File: config.mk
export PLATFORM = sky130hd
export DESIGN_NAME = multicycle_control
export DESIGN_NICKNAME = d
export VERILOG_FILES = /design/src/rtl/multicycle_control.sv
export SDC_FILE = /design/constraint.sdc
export NUM_CORES = 1
export LEC_CHECK = 0
export CORE_MARGIN = 2
export CORE_UTILIZATION = 30
export DETAILED_ROUTE_END_ITERATION = 6
export SYNTH_ARGS = -nofsm -noshare
export SYNTH_HDL_FRONTEND = slang
export SYNTH_SLANG_ARGS = --single-unit
File: constraint.sdc
create_clock -name clk -period 1.8 [get_ports clk]
set_input_delay 0.36 -clock clk [delete_from_list [all_inputs] [get_ports clk]]
set_output_delay 0.36 -clock clk [all_outputs]
set_load 0.03 [all_outputs]
File: src/rtl/multicycle_control.sv
// Moore control FSM for the 32-bit multicycle MIPS datapath.
// Optional overflow suppression on writeback: define OVF_SUPPRESS_EN.
module multicycle_control #(
  parameter int MEM_WAIT = 0
) (
  input  logic       clk,
  input  logic       reset,
  input  logic [5:0] OP,
  input  logic [5:0] Funct,
  input  logic       overflow,
  output logic       IorD,
  output logic       ALUSrcA,
  output logic       IRWrite,
  output logic       PCWrite,
  output logic       RegDst,
  output logic       MemtoReg,
  output logic       RegWrite,
  output logic       MemWrite,
  output logic       Branch,
  output logic       BranchNE,
  output logic [1:0] ALUSrcB,
  output logic [1:0] PCSrc,
  output logic [2:0] ALUControl,
  output logic       instr_done,
  output logic       illegal_op,
  output logic       ovf_trap,
  output logic [3:0] state
);

  typedef enum logic [3:0] {
    FETCH    = 4'd0,
    DECODE   = 4'd1,
    MEMADR   = 4'd2,
    MEMRD    = 4'd3,
    MEMWB    = 4'd4,
    MEMWR    = 4'd5,
    EXECUTE  = 4'd6,
    ALUWB    = 4'd7,
    BRANCH   = 4'd8,
    ADDIEXEC = 4'd9,
    ADDIWB   = 4'd10,
    JUMP     = 4'd11
  } state_t;

  localparam logic [5:0] OP_R    = 6'b000000;
  localparam logic [5:0] OP_LW   = 6'b100011;
  localparam logic [5:0] OP_SW   = 6'b101011;
  localparam logic [5:0] OP_BEQ  = 6'b000100;
  localparam logic [5:0] OP_BNE  = 6'b000101;
  localparam logic [5:0] OP_ADDI = 6'b001000;
  localparam logic [5:0] OP_J    = 6'b000010;

  localparam logic [3:0] WAIT_MAX = 4'(MEM_WAIT);

  state_t     state_q, state_d;
  logic [3:0] wait_q, wait_d;
  logic       wait_done;
  logic       r_legal;
  logic [2:0] r_alu;
  logic       r_addsub;
  logic       ovf_q;

  assign wait_done = (wait_q == WAIT_MAX);
  assign state     = state_q;

  // R-type function decode: legality and ALU operation
  always_comb begin
    r_legal  = 1'b1;
    r_alu    = 3'b010;
    r_addsub = 1'b0;
    case (Funct)
      6'b100000: begin r_alu = 3'b010; r_addsub = 1'b1; end
      6'b100010: begin r_alu = 3'b110; r_addsub = 1'b1; end
      6'b100100: r_alu = 3'b000;
      6'b100101: r_alu = 3'b001;
      6'b101010: r_alu = 3'b111;
      default:   r_legal = 1'b0;
    endcase
  end

  // Next state and memory wait counter
  always_comb begin
    state_d = state_q;
    wait_d  = wait_q;
    case (state_q)
      FETCH: begin
        if (wait_done) state_d = DECODE;
        else           wait_d  = wait_q + 4'd1;
      end
      DECODE: begin
        case (OP)
          OP_LW, OP_SW:   state_d = MEMADR;
          OP_R:           state_d = r_legal ? EXECUTE : FETCH;
          OP_BEQ, OP_BNE: state_d = BRANCH;
          OP_ADDI:        state_d = ADDIEXEC;
          OP_J:           state_d = JUMP;
          default:        state_d = FETCH;
        endcase
      end
      MEMADR:   state_d = (OP == OP_SW) ? MEMWR : MEMRD;
      MEMRD: begin
        if (wait_done) state_d = MEMWB;
        else           wait_d  = wait_q + 4'd1;
      end
      EXECUTE:  state_d = ALUWB;
      ADDIEXEC: state_d = ADDIWB;
      default:  state_d = FETCH;
    endcase
    if (state_d != state_q &&
        (state_d == FETCH || state_d == MEMRD))
      wait_d = 4'd0;
  end

  // State and wait counter registers
  always_ff @(posedge clk) begin
    if (reset) begin
      state_q <= FETCH;
      wait_q  <= 4'd0;
    end else begin
      state_q <= state_d;
      wait_q  <= wait_d;
    end
  end

`ifdef OVF_SUPPRESS_EN
  logic ovf_d;

  // Capture overflow of add/sub/addi for the following writeback
  always_comb begin
    ovf_d = 1'b0;
    if (state_q == EXECUTE)  ovf_d = overflow & r_addsub;
    if (state_q == ADDIEXEC) ovf_d = overflow;
  end

  // Overflow flag register
  always_ff @(posedge clk) begin
    if (reset) ovf_q <= 1'b0;
    else       ovf_q <= ovf_d;
  end
`else
  logic unused_ovf;
  assign unused_ovf = overflow ^ r_addsub;
  assign ovf_q      = 1'b0;
`endif

  // Moore control decode from current state
  always_comb begin
    IorD       = 1'b0;
    ALUSrcA    = 1'b0;
    IRWrite    = 1'b0;
    PCWrite    = 1'b0;
    RegDst     = 1'b0;
    MemtoReg   = 1'b0;
    RegWrite   = 1'b0;
    MemWrite   = 1'b0;
    Branch     = 1'b0;
    BranchNE   = 1'b0;
    ALUSrcB    = 2'b00;
    PCSrc      = 2'b00;
    ALUControl = 3'b010;
    instr_done = 1'b0;
    illegal_op = 1'b0;
    ovf_trap   = 1'b0;
    case (state_q)
      FETCH: begin
        ALUSrcB = 2'b01;
        IRWrite = wait_done;
        PCWrite = wait_done;
      end
      DECODE: begin
        ALUSrcB = 2'b11;
        case (OP)
          OP_LW, OP_SW, OP_BEQ, OP_BNE,
          OP_ADDI, OP_J: illegal_op = 1'b0;
          OP_R:          illegal_op = ~r_legal;
          default:       illegal_op = 1'b1;
        endcase
      end
      MEMADR: begin
        ALUSrcA = 1'b1;
        ALUSrcB = 2'b10;
      end
      MEMRD: IorD = 1'b1;
      MEMWB: begin
        MemtoReg   = 1'b1;
        RegWrite   = 1'b1;
        instr_done = 1'b1;
      end
      MEMWR: begin
        IorD       = 1'b1;
        MemWrite   = 1'b1;
        instr_done = 1'b1;
      end
      EXECUTE: begin
        ALUSrcA    = 1'b1;
        ALUControl = r_alu;
      end
      ALUWB: begin
        RegDst     = 1'b1;
        RegWrite   = ~ovf_q;
        ovf_trap   = ovf_q;
        instr_done = 1'b1;
      end
      BRANCH: begin
        ALUSrcA    = 1'b1;
        ALUControl = 3'b110;
        PCSrc      = 2'b01;
        Branch     = 1'b1;
        BranchNE   = (OP == OP_BNE);
        instr_done = 1'b1;
      end
      ADDIEXEC: begin
        ALUSrcA = 1'b1;
        ALUSrcB = 2'b10;
      end
      ADDIWB: begin
        RegWrite   = ~ovf_q;
        ovf_trap   = ovf_q;
        instr_done = 1'b1;
      end
      JUMP: begin
        PCSrc      = 2'b10;
        PCWrite    = 1'b1;
        instr_done = 1'b1;
      end
      default: ;
    endcase
  end

endmodule

==> run metrics <==
RSZ-0062 raised after global routing true; crit path buf inv count 3; Placement Setup Slack -0.819 ns; max incr delay on CP 0.33 ns; Placed Area 1540 sq um; routed via count 1218; Syn. warnings 0; initial antenna violation count 0; Tmin final 1.94 ns; setup ws final -0.142 ns; Synth Instances 117; power consumption 0.585 mW; diode count 0; mapped cell area 868 sq um; core footprint 2760 sq um; Tcrit/Tclk final 108%; # Max-Cap Violations 0; Final Hold Viols 0; Async SR Flop Fraction 0%; Syn Nets 134; die area 3340 sq um; Starting Density 31.5%; Routability Congestion 0.863; # fillers 218; Bufs on Longest Clock Path 2; crit path kind in -> reg; post-synth top area cell dfxtp_1; Routed wire per std cell 14.2 microns; row count 19; clk_lat worst skew 0.26 ns; synthesis-to-finish area growth 122%; vias in the first global route 1151; Port Buffers 36; clock-pin transition on the worst setup and hold timing paths 0.05 ns; top-area cell type share of the netlist area 18.4%; CTS Buf Count 3; Netlist cell types 44; number of DRC markers in iteration 0 24; CP dominant cell by count buf_6; DRC Markers 0; drt first pass iters 4; Core Util, Final 69.9%; post-DP HPWL 2380 microns; critical path endpoint category flop; Crit-path slowest cell a311oi_2; fmax 515 MHz; Final Net Count 222; # setup viols final 7; Arr. time, crit path 2.08 ns; Synth Area per Inst 7.42 sq um; Crit path max-delay family compound AO/OA/AOI/OAI gates; Synth Flop Type dfxtp_1; cell leakage power 0.861 nW; global-route wire length before repair 5020 microns; outcome finished, violations left; Root Driver clkbuf_4; Design Area, Final 1930 sq um; die width 57.8 microns; Peak VDD IR 483 uV; crit path cell chain dlygate4sd2_1 -> buf_6 -> nor3b_4 -> buf_6 -> a211oi_2 -> a311oi_2 -> xor2_1 -> a41o_2 -> o22ai_1; Hold WC Path Type reg -> reg; CTS tree built; Synth Register Bits 8; GRT overflow 0; H-tree depth 1; WL final 3340 microns; CTS hold repair buffers 0; I/O Pins 39; fraction of layout cells with a size suffix above 1 62.3%; CP Max Fanout 4; gr usage total 19.0%; Req. time, crit path 1.94 ns; Post-synth EDFFs 0; Area contributors post-synth dfxtp_1, nor2_1, mux2i_1, nor3_1, nor4b_1; Vias/cell 5.18; sequential element share of the synthesized area 18.4%; setup TNS -0.739 ns; largest net degree at the start of global routing 11; clock skew 0.00279 ns; pwr dens 303 nW/um^2; Sink Count 8; final slew viol count 0; die height 57.8 microns; Critical Path Source Type input port; failing checks negative setup slack; antenna viol nets, final 0
[worst min-delay path: stages (launching register included)]
cell	delay, ns
dfxtp_2	0.34
buf_4	0.12
mux2i_1	0.07
[cells in the mapped netlist (3+ instances only)]
cell	n
buf_4	3
nor4b_1	4
nand2b_1	5
nor3_1	7
inv_1	9
nor2_1	13
mux2i_1	4
nor2b_1	3
dfxtp_1	8
buf_2	3
o22ai_1	4
a21oi_1	4
nand2_1	7
nand3_1	5
a21o_1	3
[cells in the final DEF, fill, tap and decap left out, types with 3 or more instances in the layout]
cell type / n
nor4b_2: 3
nand3_1: 4
nor2b_1: 3
nand2b_4: 3
mux2i_1: 4
dlygate4sd2_1: 10
a21oi_1: 3
inv_1: 7
nor2_1: 7
buf_6: 21
nor3_1: 5
nor2_4: 4
clkbuf_4: 3
a21o_1: 3
dfxtp_4: 3
buf_4: 51
nand2_1: 6
dfxtp_2: 3
clkbuf_2: 3
[layout make-up]
class                   instances  area, sq um  area share, %
clock buffers                   4         26.3           1.36
inverters                       9         33.8           1.75
flip-flops and latches          8          175           9.09
repair buffers                 91          795           41.2
multi-input cells              92          858           44.5
well taps                      31         38.8           2.01
[worst paths after layout]
path,startpoint,to,slack (ns),cells after the start
worst min-delay path,wait_q[0],wait_q[0],0.57,2
worst max-delay path,OP[4],wait_q[1],-0.14,9
worst max register to register,wait_q[0],wait_q[3],-0.10,8
worst min register to register,wait_q[0],wait_q[0],0.57,2
[stage by stage]
step | instances | hold WS [ns]
floorplan | 117 | 0.419
global placement | 214 | 0.543
detailed placement | 214 | 0.551
CTS | 225 | 0.568
global route | 235 | 0.598
finish | 235 | 0.574
[state kept, by name, indices dropped and copies added, names as in the netlist]
| signal | flops |
|---|---|
| state | 4 |
| wait_q | 4 |
[per-layer routing]
layer,vias to the layer above,wire length (microns),track usage (%)
met3,6,200,3.35
met5,-,0,0
met4,0,51,6.64
met2,45,1780,35.2
met1,565,1310,21.8
li1,602,-,-
[power by group]
group | internal (mW) | leakage [nW] | switching [mW]
Clock | 0.0851 | 0.0150 | 0.0656
Combinational | 0.122 | 0.778 | 0.134
Sequential | 0.176 | 0.0684 | 0.00177
[kinds of logic (layout without fill, tap and decap cells)]
kind of cell	after synthesis	after routing	share of synthesized area [%]
flip-flops	8	8	18.4
multiplexers	4	4	4.61
buffers and inverters	17	104	10.8
AO/OA/AOI/OAI	26	26	22.9
XOR/XNOR	2	2	2.02
other	1	1	0.432
AND/OR/NAND/NOR	57	57	37.9
adder cells (fa/ha/maj)	2	2	2.88
[what timing repair did]
action,in CTS,in global routing
endpoints found under the setup margin,22,18
endpoints found under the hold margin,0,0
pin swaps,12,12
gates resized for setup,58,38
buffers inserted,9,11
No activity file was read; power rests on OpenSTA's default activity.
